==> src/rtl/div_pkg.sv <==
// Shared types and helpers for the iterative restoring divider.
package div_pkg;

  typedef enum logic [1:0] {
    ST_IDLE = 2'd0,
    ST_CALC = 2'd1,
    ST_DONE = 2'd2
  } div_state_t;

  localparam string REP_UNSIGNED = "UNSIGNED";
  localparam string REP_SIGNED   = "SIGNED";

  function automatic int cnt_width(input int widthn);
    return $clog2(widthn + 1);
  endfunction

endpackage

==> src/rtl/div_sign_fix.sv <==
// Conditional two's-complement negation, used for operand magnitudes and result re-signing.
module div_sign_fix #(
  parameter int W = 16
) (
  input  logic [W-1:0] i_val,
  input  logic         i_neg,
  output logic [W-1:0] o_val
);

  assign o_val = i_neg ? (~i_val + 1'b1) : i_val;

endmodule

==> src/rtl/seq_divider.sv <==
// Radix-2 restoring divider: one quotient bit per enabled clock, valid/ready on both sides.
// state | meaning
// IDLE  | waiting for operands, in_ready = clken
// CALC  | shifting/trial-subtracting, counter runs WIDTHN..1
// DONE  | result presented until out_ready
module seq_divider
  import div_pkg::*;
#(
  parameter int    WIDTHN         = 16,
  parameter int    WIDTHD         = 16,
  parameter string REPRESENTATION = "UNSIGNED"
) (
  input  logic              clock,
  input  logic              aclr_n,
  input  logic              clken,
  input  logic              in_valid,
  output logic              in_ready,
  input  logic [WIDTHN-1:0] numer,
  input  logic [WIDTHD-1:0] denom,
  output logic              out_valid,
  input  logic              out_ready,
  output logic [WIDTHN-1:0] quotient,
  output logic [WIDTHD-1:0] remain,
  output logic              div_by_zero
);

  localparam bit            IS_SIGNED = (REPRESENTATION == REP_SIGNED);
  localparam int            CW        = cnt_width(WIDTHN);
  localparam logic [CW-1:0] CNT_INIT  = CW'(WIDTHN);
  localparam logic [CW-1:0] CNT_LAST  = CW'(1);

  div_state_t        r_state;
  logic [CW-1:0]     r_cnt;
  logic [WIDTHN-1:0] r_num;
  logic [WIDTHD-1:0] r_den;
  logic [WIDTHD:0]   r_rem;
  logic              r_neg_q;
  logic              r_neg_r;
  logic              r_dz;
  logic [WIDTHD-1:0] r_numer_lo;
  logic              r_out_valid;
  logic [WIDTHN-1:0] r_quot;
  logic [WIDTHD-1:0] r_remain;
  logic              r_div0;

  logic              w_numer_neg;
  logic              w_denom_neg;
  logic [WIDTHN-1:0] w_numer_abs;
  logic [WIDTHD-1:0] w_denom_abs;
  logic [WIDTHD+1:0] w_shift;
  logic              w_ge;
  logic [WIDTHD:0]   w_rem_next;
  logic [WIDTHN-1:0] w_quot_mag;
  logic [WIDTHN-1:0] w_quot_signed;
  logic [WIDTHD-1:0] w_rem_signed;

  assign w_numer_neg = IS_SIGNED && numer[WIDTHN-1];
  assign w_denom_neg = IS_SIGNED && denom[WIDTHD-1];

  div_sign_fix #(.W(WIDTHN)) u_abs_numer (.i_val(numer), .i_neg(w_numer_neg), .o_val(w_numer_abs));
  div_sign_fix #(.W(WIDTHD)) u_abs_denom (.i_val(denom), .i_neg(w_denom_neg), .o_val(w_denom_abs));

  // Partial remainder stays below the divisor, so the extra top bit only holds the shifted-in MSB.
  assign w_shift    = {r_rem, r_num[WIDTHN-1]};
  assign w_ge       = (w_shift >= (WIDTHD+2)'(r_den));
  assign w_rem_next = (WIDTHD+1)'(w_ge ? (w_shift - (WIDTHD+2)'(r_den)) : w_shift);
  assign w_quot_mag = {r_num[WIDTHN-2:0], w_ge};

  div_sign_fix #(.W(WIDTHN)) u_sgn_quot (.i_val(w_quot_mag), .i_neg(r_neg_q),
                                         .o_val(w_quot_signed));
  div_sign_fix #(.W(WIDTHD)) u_sgn_rem  (.i_val(w_rem_next[WIDTHD-1:0]), .i_neg(r_neg_r),
                                         .o_val(w_rem_signed));

  always_ff @(posedge clock or negedge aclr_n) begin
    if (!aclr_n) begin
      r_state     <= ST_IDLE;
      r_cnt       <= '0;
      r_num       <= '0;
      r_den       <= '0;
      r_rem       <= '0;
      r_neg_q     <= 1'b0;
      r_neg_r     <= 1'b0;
      r_dz        <= 1'b0;
      r_numer_lo  <= '0;
      r_out_valid <= 1'b0;
      r_quot      <= '0;
      r_remain    <= '0;
      r_div0      <= 1'b0;
    end else if (clken) begin
      case (r_state)
        ST_IDLE: begin
          if (in_valid) begin
            r_num      <= w_numer_abs;
            r_den      <= w_denom_abs;
            r_rem      <= '0;
            r_neg_q    <= w_numer_neg ^ w_denom_neg;
            r_neg_r    <= w_numer_neg;
            r_dz       <= (denom == '0);
            r_numer_lo <= numer[WIDTHD-1:0];
            r_cnt      <= CNT_INIT;
            r_state    <= ST_CALC;
          end
        end
        ST_CALC: begin
          r_num <= w_quot_mag;
          r_rem <= w_rem_next;
          r_cnt <= r_cnt - 1'b1;
          if (r_cnt == CNT_LAST) begin
            r_quot      <= r_dz ? '1 : w_quot_signed;
            r_remain    <= r_dz ? r_numer_lo : w_rem_signed;
            r_div0      <= r_dz;
            r_out_valid <= 1'b1;
            r_state     <= ST_DONE;
          end
        end
        ST_DONE: begin
          if (out_ready) begin
            r_out_valid <= 1'b0;
            r_state     <= ST_IDLE;
          end
        end
        default: r_state <= ST_IDLE;
      endcase
    end
  end

  assign in_ready    = (r_state == ST_IDLE) && clken;
  assign out_valid   = r_out_valid;
  assign quotient    = r_quot;
  assign remain      = r_remain;
  assign div_by_zero = r_div0;

endmodule

==> config.mk <==
export PLATFORM = sky130hd
export DESIGN_NAME = seq_divider
export DESIGN_NICKNAME = d
export VERILOG_FILES = /design/src/rtl/div_pkg.sv /design/src/rtl/div_sign_fix.sv /design/src/rtl/seq_divider.sv
export SDC_FILE = /design/constraint.sdc
export NUM_CORES = 1
export LEC_CHECK = 0
export BUFFER_PORTS_ARGS = -buffer_cell sky130_fd_sc_hd__buf_2
export CORE_MARGIN = 2
export CORE_UTILIZATION = 30
export CTS_CLUSTER_SIZE = 16
export DETAILED_ROUTE_END_ITERATION = 7
export PLACE_DENSITY = 0.45
export SETUP_SLACK_MARGIN = 0.2
export SYNTH_ARGS = -nofsm -noshare
export SYNTH_HDL_FRONTEND = slang
export SYNTH_SLANG_ARGS = --single-unit
==> constraint.sdc <==
create_clock -name clock -period 2.5 [get_ports clock]
set_clock_uncertainty 0.1 [all_clocks]
set_input_delay 0.125 -clock clock [delete_from_list [all_inputs] [get_ports clock]]
set_output_delay 0.125 -clock clock [all_outputs]
set_load 0.05 [all_outputs]
* Yosys cells after proc, flatten, opt, wreduce, memory -nomap -nowiden
Cells that the tools add are included.
** Storage, ports and cells
- Register bits after elaboration :: 107
- Latch bits :: 0
- Bits in writable memories :: 0
- Memory bits (read-only) :: 0
- Input bits :: 37
- Output and inout port bits :: 35
- Word-level logic and storage cells :: 46
- Memories :: 0
** Cells by class
- Add/sub/neg operators :: 2
- $mul :: 0
- Div/mod/pow operators :: 0
- $lt $le $gt $ge :: 1
- Equality and inequality tests :: 6
- Shift operators :: 0
- Multiplexer cells :: 16
- Bitwise logic cells :: 0
- Reduce and logical (&&, ||, !) cells :: 10
** Operators with widths (count)
- two-way mux 16 bit :: 3
- two-way mux 17 bit :: 2
- one-hot mux 17 bit (2 select lines) :: 1
- one-hot mux 16 bit (2 select lines) :: 1
- >= comparator 18 x 16 -> 1 bit :: 1
- subtractor 17 x 16 -> 17 bit :: 1
- logical NOT 16 bit :: 1
- one-hot mux 5 bit (2 select lines) :: 1
- AND reduction 3 bit :: 3
- AND reduction 4 bit :: 2
- two-way mux 2 bit :: 3
- != test 2 bit, second input constant :: 3
- one-hot mux 2 bit (3 select lines) :: 1
- == test 5 x 1 -> 1 bit, second input constant :: 1
- two-way mux 5 bit :: 1
- subtractor 5 x 1 -> 5 bit, second input constant :: 1
- nonzero test 2 bit :: 2
- == test 2 x 1 -> 1 bit, second input constant :: 1
- == test 2 bit, second input constant :: 1
- logical NOT 2 bit :: 1
- two-way mux 1 bit :: 2
- one-hot mux 1 bit (2 select lines) :: 1
- logical AND 1 bit :: 1

* Depth between registers and ports, before layout
Gate-level depths: netlist (run 1).
- Depth after elaboration :: 3
- Depth in mapped cells :: 12
- Depth with buffers taken out :: 11

* Cells and area by module
From an unflattened synthesis (run 1), not the netlist that was laid out.
** Second synthesis, totals
- Cells, all modules :: 798
- Area, all modules :: 6984.2 um^2
** Modules (own cells, without submodules)
- seq_divider :: instances 1, cells each 610, area an instance 5652.9 um^2, seq. area each 2677.6 um^2
- div_sign_fix :: instances 4, cells each 47, area an instance 332.8 um^2, seq. area each 0.0 um^2

* Worst setup path after synthesis (run 1)
No wires, ideal clock.
- Path type :: reg-to-reg
- From :: register r_num[15]
- To :: register r_rem[2]
- Library setup time :: 0.132 ns
- Arrival :: 2.354 ns
- Data required time :: 2.268 ns
- Path slack :: -0.087 ns
- Stages on the path, launching flop included :: 13
- Path buffers :: 1
- Period minus slack after synthesis :: 2.587 ns
- Cells stage by stage :: dfrtp_1 > inv_1 > ha_1 > inv_1 > fa_1 > a21o_1 > a31oi_1 > o211a_4 > nor4_4 > nor2_4 > buf_6 > mux2i_1 > o21ai_0
** On the way
- Longest elaborated chain between the ends :: 3
- Elaborated cells between the ends (all ways) :: 4
- Those cells by class :: add/sub (1); order compare (1); mux (2)
** Ends and longest elaborated chain
- start, declared :: RTL line seq_divider.sv:34 : logic [WIDTHN-1:0] r_num;
- start signal, assigned :: RTL line seq_divider.sv:93 : r_num <= w_numer_abs;
- start signal, assigned :: RTL line seq_divider.sv:105 : r_num <= w_quot_mag;
- subtractor 17 x 16 -> 17 bit / >= comparator 18 x 16 -> 1 bit (equally long branches) :: RTL line seq_divider.sv:66, seq_divider.sv:65
- two-way mux 17 bit * :: RTL line seq_divider.sv:66 : assign w_rem_next = (WIDTHD+1)'(w_ge ? (w_shift - (WIDTHD+2)'(r_den)) : w_shift);
- one-hot mux 17 bit (2 select lines) * :: RTL line seq_divider.sv:90 : case (r_state)
- end signal, assigned :: RTL line seq_divider.sv:106 : r_rem <= w_rem_next;
- end, declared :: RTL line seq_divider.sv:36 : logic [WIDTHD:0] r_rem;
Mark *: on every way between the ends. The rest lies on a longest branch, timed or not.
A chain may end at the register's enable or synchronous reset.

* Final worst setup path (run 1)
- From :: register r_num[15]
- To :: register r_rem[0]
Same word-level chain as after synthesis.

==> results of run 1 <==
## stage by stage
step | std cells | worst slack (ns) | hold WS (ns) | util (%)
global route | 995 | -0.2081 | 0.09434 | 42.14
detailed placement | 929 | -0.2770 | 0.1208 | 36.34
global placement | 929 | -0.2233 | 0.1135 | 36.34
CTS | 993 | -0.06663 | 0.03832 | 41.52
finish | 995 | -0.07716 | 0.05416 | 42.14
floorplan | 596 | 0.07119 | -0.2706 | -
## cell families (layout without fill, tap and decap cells)
logic type / after synthesis / count (layout) / share of synthesized area (%)
mux: 28 / 28 / 5.324
buf+inv: 56 / 226 / 4.199
simple gates: 217 / 217 / 17.74
compound gates: 154 / 154 / 16.73
flops: 107 / 107 / 49.11
fa+ha+maj: 19 / 19 / 4.498
xor+xnor: 15 / 15 / 2.409
## registers in the layout, summed over array words and instances, names as in the netlist
signal,cells
r_rem,17
quotient,16
r_den,16
r_num,16
r_numer_lo,16
remain,16
r_cnt,5
r_state,2
div_by_zero,1
out_valid,1
r_dz,1
## timing repair
| item | in CTS | in global routing |
|---|---|---|
| gates resized for setup | 34 | 19 |
| pin swaps | 12 | 11 |
| buffers inserted | 14 | 2 |
| endpoints found under the hold margin | 91 | 0 |
| setup endpoints to repair | 35 | 35 |
| hold buffers | 34 | 0 |
## cell type report
cell class              count  area (um^2)
flip-flops and latches    107         2678
inverters                  24        90.09
fillers                  1801        10360
clock buffers              10        239.0
clock inverters             6        78.83
multi-input cells         433         2815
well taps                 229        286.5
repair buffers            186         1358
## cells in the mapped netlist, drive strengths merged (5+ instances only)
cell    instances
a21o           11
a21oi          28
and3           12
buf             8
clkbuf         24
dfrtp         107
ha             18
inv            24
mux2i          26
nand2         132
nand3           7
nor2           40
nor4            8
o211ai          5
o21ai          84
o22ai           6
xnor2           8
xor2            7
## where the power goes
| part | internal [mW] | switching [mW] |
|---|---|---|
| clock | 0.829 | 0.708 |
| sequential | 2.49 | 0.529 |
| combinational | 3.45 | 3.99 |
## final timing paths
| check | from | cells after the start | end |
|---|---|---|---|
| hold / removal | clken | 2 | r_state[0] |
| setup reg to reg | r_num[15] | 12 | r_rem[0] |
| max in group asynchronous | aclr_n | 3 | r_numer_lo[8] |
| min in group asynchronous | aclr_n | 2 | r_rem[10] |
| setup / recovery | r_num[15] | 12 | r_rem[0] |
| hold reg to reg | r_numer_lo[11] | 2 | r_numer_lo[11] |
## placed cells by master, fill, tap and decap left out, types with 3 or more instances in the layout
cell and n:
and3_1 12, clkbuf_16 9, mux2i_2 3, buf_6 7, a21oi_1 26, xor2_1 7, nand3_1 4, inv_1 22
nor3_1 3, nor4_1 7, mux2i_4 8, xnor2_1 7, nand2_1 130, buf_4 73, mux2i_1 15, ha_1 15
nor2_1 37, buf_2 70, o21ai_0 55, a21o_1 10, dfrtp_1 107, o211ai_1 4, o22ai_1 6, o21ai_1 23
o21ai_2 6, dlygate4sd3_1 34, ha_4 3
## per-layer routing
layer	vias to the layer above	track usage, %
met5	-	0
met4	0	5.901
met3	22	2.486
met2	66	26.70
met1	2253	22.64
li1	2377	-
==> reports/qor.csv, run 1 <==
stage,metric,value,unit
die,Ports,72,
global_route,largest net degree at the start of global routing,51,
worst_setup_path,Critical path buffers and inverters,3,
die,Die ar.,19270,um^2
worst_setup_path,max incr delay on CP,0.39,ns
yosys,share of the synthesized area in the top cell type,49.11,%
drt,via count,4718,
worst_setup_path,worst reg2reg setup slack,-0.08,ns
sta,fin crit share,103.1,%
yosys,Yosys reg bits,107,
run_status,outcome,finished with violations,
yosys,"area leader, netlist",dfrtp_1,
yosys,syn nets,652,
yosys,largest cells by area after synthesis,"dfrtp_1 49%, nand2_1 9.1%, o21ai_0 6.1%",
cts,root buffer cell,clkbuf_16,
sta,RSZ-0062 raised after global routing,true,
worst_setup_path,worst-path cell chain,"inv_2, ha_4, inv_2, fa_2, a21o_1, a31oi_4, o211a_4, nor4_4, nor2_4, buf_12, mux2_4, o21ai_2",
layout,n_diodes,0,
sta,Setup TNS,-0.5575,ns
sta,post-route setup slack,-0.07716,ns
yosys,Synthesis Warnings,0,
drt,Avg WL per Cell,15.43,um
power_and_ir_drop,PwrDens,1590,nW/um^2
drt,WL met1,7286,um
run_status,failing checks,negative setup slack,
worst_setup_path,Crit. End Element,flop,
place,HPWL Detailed,11410,um
worst_setup_path,Setup crit start kind,flop,
drt,DR top layer,met4,
die,core footprint,17900,um^2
worst_setup_path,Setup CP Type,flop to flop,
layout,layout cell share with drive strength beyond 1,28.59,%
worst_setup_path,"delay-heaviest family, CP",compound AO/OA/AOI/OAI gates,
sta,Final Setup Violations,16,
drt,DRT Pass-1 Iters,4,
sta,Final Critical Period,2.577,ns
drt,DR iter-0 viols,217,
global_route,antenna violations before repair,0,
power_and_ir_drop,Leakage,3.702,nW
drt,final WL,15350,um
layout,Area Overhead vs Synth,38.37,%
yosys,main flop type after synthesis,dfrtp_1,
sta,Max-slew headroom,51.89,%
worst_setup_path,CP arrival,2.77,ns
sta,Final Hold Vio Count,0,
layout,final net count,817,
place,"Cell Area, Placed",6506,um^2
worst_setup_path,CP max FO,6,
place,Final GP Congestion,0.8583,
yosys,ys async rst share,100.0,%
drt,metal2 WL,7184,um
die,die width,138.8,um
cts,CTS Sinks,107,
cts,Max clock buf depth,2,
worst_setup_path,CP dominant cell by count,inv_2,
drt,DRC,0,
place,IO Port Bufs,71,
cts,TritonCTS Buffers,9,
drt,Via density,4.742,
cts,"Clk pin slew, worst setup/hold paths",0.07,ns
worst_setup_path,Worst EP required,2.69,ns
drt,WL met3,546,um
global_route,first-pass GRT wire length,25340,um
yosys,Post-Synthesis Cells,596,
die,Die H,138.8,um
sta,worst-margin pin slew,0.7216,ns
yosys,Post-synth EDFFs,0,
die,starting density of the core,30.46,%
yosys,synthesized area per cell,9.149,um^2
global_route,vias in the first global route,4851,
sta,Final Slew Violations,0,
yosys,sequential share of the synthesized area,49.11,%
worst_setup_path,Critical Path Slowest Stage Cell,dfrtp_1,
global_route,GR Overflow Total,0,
power_and_ir_drop,PnR Total Power,11.99,mW
yosys,Mapped Area,5453,um^2
power_and_ir_drop,VDD IR-drop max,0.7876,mV
run,max-cap viol count,0,
global_route,GRT Overall Usage,16.51,%
yosys,Synth cell types,59,
cts,# H-tree levels,3,
drt,Routed Antenna Nets,0,
cts,CTS tree,done,
min_path,HP Class,input pin to flop,
cts,clock latency on the worst-skew pair,0.36,ns
die,row count,49,
layout,post-route design area,7545,um^2
sta,maximum clock frequency,0.3880,GHz
Note: power is estimated with default switching activity, not from simulation.
==> inputs of run 2 (changes only) <==
--- a/config.mk
+++ b/config.mk
@@ -11,7 +11,7 @@
 export CTS_CLUSTER_SIZE = 16
 export DETAILED_ROUTE_END_ITERATION = 7
 export PLACE_DENSITY = 0.45
-export SETUP_SLACK_MARGIN = 0.2
+export SETUP_SLACK_MARGIN = 0.4
 export SYNTH_ARGS = -nofsm -noshare
 export SYNTH_HDL_FRONTEND = slang
 export SYNTH_SLANG_ARGS = --single-unit
==> reports/qor.csv, run 2 (synthesized netlist as in run 1, its figures left out) <==
stage,metric,value,unit,change
place,Final GP Congestion,0.8389,,was 0.8583
run_status,failing checks,negative setup slack,,unchanged
global_route,largest net degree at the start of global routing,58,,was 51
sta,Final Slew Violations,0,,unchanged
cts,Max clock buf depth,2,,unchanged
cts,root buffer cell,clkbuf_16,,unchanged
die,die width,138.8,um,unchanged
layout,post-route design area,7182,um^2,was 7545 um^2
die,core footprint,17900,um^2,unchanged
layout,layout cell share with drive strength beyond 1,24.18,%,was 28.59%
global_route,GRT Overall Usage,16.46,%,was 16.51%
power_and_ir_drop,PnR Total Power,11.04,mW,was 11.99 mW
worst_setup_path,worst-path cell chain,"inv_2, ha_4, inv_2, fa_2, a21o_1, a31oi_2, o211a_4, nor4_4, nor2_4, buf_12, mux2_4, o21ai_1",,"was inv_2, ha_4, inv_2, fa_2, a21o_1, a31oi_4, o211a_4, nor4_4, nor2_4, buf_12, mux2_4, o21ai_2"
drt,DRT Pass-1 Iters,4,,unchanged
drt,DR iter-0 viols,229,,was 217
layout,"commonest non-fill, non-tap cell in the layout",nand2_1,,unchanged
layout,most frequent cells in the layout,"131 x nand2_1, 107 x dfrtp_1, 70 x buf_2",,"was 130 x nand2_1, 107 x dfrtp_1, 73 x buf_4"
die,row count,49,,unchanged
drt,DRC,0,,unchanged
power_and_ir_drop,combinational power share,58.6,%,was 62.0%
power_and_ir_drop,switching power total,4.952,mW,was 5.228 mW
power_and_ir_drop,sequential share of power,27.4,%,was 25.1%
global_route,vias in the first global route,4713,,was 4851
place,"Cell Area, Placed",6351,um^2,was 6506 um^2
worst_setup_path,Critical path buffers and inverters,3,,unchanged
drt,metal2 WL,7204,um,was 7184 um
worst_setup_path,Setup CP Type,flop to flop,,unchanged
layout,Top reg by flops,r_rem,,unchanged
power_and_ir_drop,VDD IR-drop max,0.5940,mV,was 0.7876 mV
sta,Final Critical Period,2.525,ns,was 2.577 ns
worst_setup_path,"delay-heaviest family, CP",compound AO/OA/AOI/OAI gates,,unchanged
sta,Final Setup Violations,5,,was 16
power_and_ir_drop,switching share of power,44.84,%,was 43.59%
layout,area of the multi-input gates,2724,um^2,was 2815 um^2
cts,TritonCTS Buffers,9,,unchanged
worst_setup_path,Worst EP required,2.69,ns,about the same
sta,worst-margin pin slew,0.8214,ns,was 0.7216 ns
worst_setup_path,max incr delay on CP,0.39,ns,about the same
global_route,first-pass GRT wire length,25140,um,was 25340 um
drt,final WL,15280,um,was 15350 um
place,HPWL Detailed,11260,um,was 11410 um
power_and_ir_drop,Int Pwr,6.093,mW,was 6.764 mW
layout,final net count,783,,was 817
worst_setup_path,Setup crit start kind,flop,,unchanged
global_route,GR Overflow Total,0,,unchanged
layout,fillcell total,1817,,was 1801
die,starting density of the core,30.46,%,unchanged
layout,n_diodes,0,,unchanged
drt,Avg WL per Cell,15.90,um,was 15.43 um
layout,max FFs per register,17,,unchanged
sta,maximum clock frequency,0.3960,GHz,was 0.3880 GHz
place,IO Port Bufs,71,,unchanged
die,Ports,72,,unchanged
sta,fin crit share,101.0,%,was 103.1%
sta,Final Hold Vio Count,0,,unchanged
min_path,Hold Path Cell Cnt,2,,unchanged
drt,DR top layer,met4,,unchanged
die,Die ar.,19270,um^2,unchanged
cts,# H-tree levels,3,,unchanged
sta,post-route setup slack,-0.02528,ns,was -0.07716 ns
run,max-cap viol count,0,,unchanged
drt,WL met1,7189,um,was 7286 um
drt,Via density,4.864,,was 4.742
drt,Routed Antenna Nets,0,,unchanged
worst_setup_path,instance count on the critical path,12,,unchanged
worst_setup_path,Crit. End Element,flop,,unchanged
worst_setup_path,CP dominant cell by count,inv_2,,unchanged
run_status,outcome,finished with violations,,unchanged
power_and_ir_drop,Leakage,3.520,nW,was 3.702 nW
sta,Max-slew headroom,45.24,%,was 51.89%
global_route,antenna violations before repair,0,,unchanged
cts,CTS tree,done,,unchanged
layout,storage element area,2678,um^2,unchanged
min_path,HP Class,input pin to flop,,unchanged
worst_setup_path,Critical Path Slowest Stage Cell,dfrtp_1,,unchanged
layout,Area Overhead vs Synth,31.71,%,was 38.37%
drt,WL met3,529,um,was 546 um
die,Die H,138.8,um,unchanged
drt,via count,4674,,was 4718
sta,RSZ-0062 raised after global routing,true,,unchanged
cts,"Clk pin slew, worst setup/hold paths",0.08,ns,was 0.07 ns
power_and_ir_drop,PwrDens,1538,nW/um^2,was 1590 nW/um^2
power_and_ir_drop,Clock Power Share,14.0,%,was 12.8%
cts,clock latency on the worst-skew pair,0.36,ns,about the same
worst_setup_path,CP max FO,13,,was 6
layout,fin util,40.12,%,was 42.14%
worst_setup_path,Reg2Reg Depth,12,,unchanged
cts,CTS Sinks,107,,unchanged
worst_setup_path,CP arrival,2.71,ns,was 2.77 ns
-- run 2: layout make-up --
| class | count | share of cell area [%] |
|---|---|---|
| clock buffers | 10 | 3.328 |
| clock inverters | 6 | 1.063 |
| inverters | 24 | 1.254 |
| multi-input cells | 433 | 37.93 |
| flip-flops and latches | 107 | 37.28 |
| well taps | 229 | 3.990 |
| repair buffers | 152 | 15.16 |
-- run 2: path summary, 6_finish.rpt --
check | startpoint | endpoint | slack, ns
worst max-delay path | r_num[15] | remain[0] | -0.03
worst min-delay path | clken | r_state[0] | 0.04
worst max register to register | r_num[15] | remain[0] | -0.03
worst min register to register | r_numer_lo[1] | r_numer_lo[1] | 0.37
max in group asynchronous | aclr_n | out_valid | 1.37
min in group asynchronous | aclr_n | r_cnt[1] | 0.28
-- run 2: power by group through the flow --
stage | combinational (mW) | sequential, mW | clock (mW)
after floorplan | 3.50 | 3.60 | 0
after global placement | 5.82 | 3.02 | 0
after detailed placement | 5.94 | 3.04 | 0
after CTS | 6.47 | 3.03 | 1.60
after global routing | 7.12 | 3.12 | 1.67
final | 6.48 | 3.02 | 1.54
-- run 2: layer usage --
layer	GRT usage, %	vias up
met1	22.11	2274
met3	3.384	21
met4	5.582	0
met2	26.63	76
met5	0	-
li1	-	2303
-- run 2: what timing repair did --
item                                   CTS  global route
setup endpoints to repair               35            36
pin swaps                                8             2
setup buffers                            4             2
hold buffers                            34             0
gates resized for setup                 24             3
endpoints found under the hold margin  102             0
-- run 2: per-stage QoR --
step	setup slack (ns)	hold WS [ns]	TNS, ns	cells
after floorplan	0.07119	-0.2706	0	596
after global routing	-0.1373	0.01710	-3.407	961
after global placement	-0.07991	0.1627	-0.7150	905
after detailed placement	-0.1333	0.1681	-1.292	905
final	-0.02528	0.03946	-0.09307	961
after CTS	-0.03145	0.01319	-0.2043	959
==> inputs of run 3 (changes only) <==
--- a/config.mk
+++ b/config.mk
@@ -8,9 +8,9 @@
 export BUFFER_PORTS_ARGS = -buffer_cell sky130_fd_sc_hd__buf_2
 export CORE_MARGIN = 2
 export CORE_UTILIZATION = 30
-export CTS_CLUSTER_SIZE = 16
+export CTS_CLUSTER_SIZE = 14
 export DETAILED_ROUTE_END_ITERATION = 7
-export PLACE_DENSITY = 0.45
+export PLACE_DENSITY = 0.43
 export SETUP_SLACK_MARGIN = 0.4
 export SYNTH_ARGS = -nofsm -noshare
 export SYNTH_HDL_FRONTEND = slang
==> constraint.sdc (replaced) <==
create_clock -name clock -period 3 [get_ports clock]
set_clock_uncertainty 0.1 [all_clocks]
set_input_delay 0.15 -clock clock [delete_from_list [all_inputs] [get_ports clock]]
set_output_delay 0.15 -clock clock [all_outputs]
set_load 0.05 [all_outputs]
==> reports/qor.csv, run 3 (synthesized netlist as in run 1, its figures left out) <==
stage,metric,value,unit,change
run_status,outcome,"complete, no violations",,was finished with violations
min_path,HP Class,input pin to flop,,unchanged
sta,maximum clock frequency,0.3774,GHz,was 0.3960 GHz
drt,Avg WL per Cell,16.46,um,was 15.90 um
worst_setup_path,"delay-heaviest family, CP",compound AO/OA/AOI/OAI gates,,unchanged
min_path,Hold Path Cell Cnt,2,,unchanged
die,row count,49,,unchanged
sta,Setup TNS,0,ns,was -0.09307 ns
die,starting density of the core,30.46,%,unchanged
cts,"Clk pin slew, worst setup/hold paths",0.07,ns,was 0.08 ns
global_route,GR Overflow Total,0,,unchanged
worst_setup_path,Reg2Reg Depth,12,,unchanged
layout,Area Overhead vs Synth,27.33,%,was 31.71%
sta,worst-margin pin slew,0.7330,ns,was 0.8214 ns
die,die width,138.8,um,unchanged
layout,final net count,752,,was 783
die,core footprint,17900,um^2,unchanged
power_and_ir_drop,VDD IR-drop max,0.4808,mV,was 0.5940 mV
layout,n_diodes,0,,unchanged
worst_setup_path,max incr delay on CP,0.39,ns,about the same
power_and_ir_drop,PwrDens,1267,nW/um^2,was 1538 nW/um^2
cts,root buffer cell,clkbuf_16,,unchanged
sta,RSZ-0062 raised after global routing,true,,unchanged
global_route,vias in the first global route,4524,,was 4713
worst_setup_path,Crit Reg-Reg Startpoint,r_num[15],,unchanged
drt,Via density,4.853,,was 4.864
die,Die H,138.8,um,unchanged
power_and_ir_drop,Leakage,3.356,nW,was 3.520 nW
sta,post-route setup slack,0.3503,ns,was -0.02528 ns
drt,via count,4513,,was 4674
global_route,antenna violations before repair,0,,unchanged
drt,Routed Antenna Nets,0,,unchanged
die,Die ar.,19270,um^2,unchanged
layout,Top reg by flops,r_rem,,unchanged
min_path,hold path start,clken,,unchanged
cts,CTS tree,done,,unchanged
place,Final GP Congestion,0.8076,,was 0.8389
worst_setup_path,CP max FO,9,,was 13
cts,Max clock buf depth,2,,unchanged
layout,layout cell share with drive strength beyond 1,21.83,%,was 24.18%
drt,DRT Pass-1 Iters,5,,was 4
drt,DR iter-0 viols,235,,was 229
worst_setup_path,Setup crit start kind,flop,,unchanged
cts,# H-tree levels,3,,unchanged
layout,most frequent cells in the layout,"132 x nand2_1, 107 x dfrtp_1, 70 x buf_2",,"was 131 x nand2_1, 107 x dfrtp_1, 70 x buf_2"
sta,Final Setup Violations,0,,was 5
place,Place WS,0.2296,ns,was -0.1333 ns
sta,fin crit share,88.32,%,was 101.0%
worst_setup_path,Worst EP required,3.19,ns,was 2.69 ns
worst_setup_path,Critical Path Slowest Stage Cell,dfrtp_1,,unchanged
place,HPWL Detailed,10840,um,was 11260 um
worst_setup_path,CP dominant cell by count,inv_2,,unchanged
global_route,first-pass GRT wire length,24840,um,was 25140 um
cts,TritonCTS Buffers,9,,unchanged
worst_setup_path,Critical path buffers and inverters,3,,unchanged
cts,clock latency on the worst-skew pair,0.36,ns,about the same
worst_setup_path,worst-path cell chain,"inv_2, ha_4, inv_2, fa_2, a21o_1, a31oi_4, o211a_4, nor4_4, nor2_4, buf_8, mux2_4, o21ai_1",,"was inv_2, ha_4, inv_2, fa_2, a21o_1, a31oi_2, o211a_4, nor4_4, nor2_4, buf_12, mux2_4, o21ai_1"
sta,Final Slew Violations,0,,unchanged
worst_setup_path,Setup CP Type,flop to flop,,unchanged
worst_setup_path,Crit. End Element,flop,,unchanged
drt,final WL,15310,um,was 15280 um
sta,Max-slew headroom,51.01,%,was 45.24%
run,max-cap viol count,0,,unchanged
drt,DRC,0,,unchanged
sta,Final Critical Period,2.650,ns,was 2.525 ns
layout,"commonest non-fill, non-tap cell in the layout",nand2_1,,unchanged
layout,max FFs per register,17,,unchanged
layout,fin util,38.78,%,was 40.12%
worst_setup_path,FF-to-FF End,r_rem[6],,was remain[0]
worst_setup_path,worst reg2reg setup slack,0.35,ns,was -0.03 ns
worst_setup_path,CP arrival,2.84,ns,was 2.71 ns
sta,hold slack final,0.07323,ns,was 0.03946 ns
cts,CTS Sinks,107,,unchanged
die,Ports,72,,unchanged
global_route,GRT Overall Usage,16.23,%,was 16.46%
place,IO Port Bufs,71,,unchanged
sta,Final Hold Vio Count,0,,unchanged
min_path,Worst Hold End,r_state[0],,unchanged
global_route,largest net degree at the start of global routing,89,,was 58
run 3: cell types whose count changed in the layout (fill, tap and decap cells not counted), sizes merged:
| cell | before | now |
|---|---|---|
| clkinv | 0 | 1 |
| buf | 118 | 87 |
| inv | 29 | 27 |
| clkinvlp | 0 | 1 |
run 3: how the worst max path moves through the flow:
stage / endpoint / startpoint / slack [ns] / depth (start not counted)
after floorplan: r_rem[2] / r_num[15] / 0.41 / 12
after global placement: remain[6] / r_num[15] / 0.25 / 12
after detailed placement: remain[12] / r_num[15] / 0.23 / 11
after CTS: r_rem[6] / r_num[15] / 0.41 / 12
after global routing: remain[12] / r_num[15] / 0.24 / 11
final: r_rem[6] / r_num[15] / 0.35 / 12
run 3: metal layers:
| layer | routed length (um) | global-route usage, % | up-vias |
|---|---|---|---|
| met5 | 0 | 0 | - |
| met3 | 393 | 2.141 | 17 |
| met4 | 279 | 5.848 | 0 |
| met2 | 7150 | 25.82 | 69 |
| met1 | 7487 | 22.80 | 2184 |
| li1 | - | - | 2243 |
run 3: timing repair:
action / CTS / global route
endpoints found under the hold margin: 57 / 0
setup endpoints to repair: 33 / 33
pin swaps: 8 / 16
resized for setup: 12 / 36
hold buffers: 34 / 0
setup buffers: 0 / 4
run 3: stage by stage:
step           power [mW]  instances  area, um^2
2_1_floorplan       5.794        596        5453
3_3_place_gp        6.860        876        6077
3_5_place_dp        6.930        876        6077
4_1_cts             8.346        926        6763
5_1_grt             9.456        930        6943
6_report            8.796        930        6943
run 3: area by class of cell:
class / instances / area [um^2]
Sequential cell: 107 / 2678
Inverter: 24 / 90.09
Fill cell: 1831 / 10960
Multi-Input combinational cell: 433 / 2749
Clock buffer: 10 / 229.0
Timing Repair Buffer: 121 / 842.1
Clock inverter: 6 / 68.82
Tap cell: 229 / 286.5
run 3: worst register-to-register path, cell delays in order (launching register included):
cell     delay (ns)
dfrtp_1        0.39
inv_2          0.08
ha_4           0.13
inv_2          0.04
fa_2           0.38
a21o_1         0.25
a31oi_4        0.21
o211a_4        0.20
nor4_4         0.06
nor2_4         0.13
buf_8          0.18
mux2_4         0.32
o21ai_1        0.11
run 3: report_power, final:
group / switching, mW / total [mW] / internal (mW) / leakage [nW]
registers: 0.487 / 2.56 / 2.07 / 1.35
logic: 2.98 / 5.01 / 2.03 / 1.87
clock network: 0.572 / 1.23 / 0.656 / 0.144
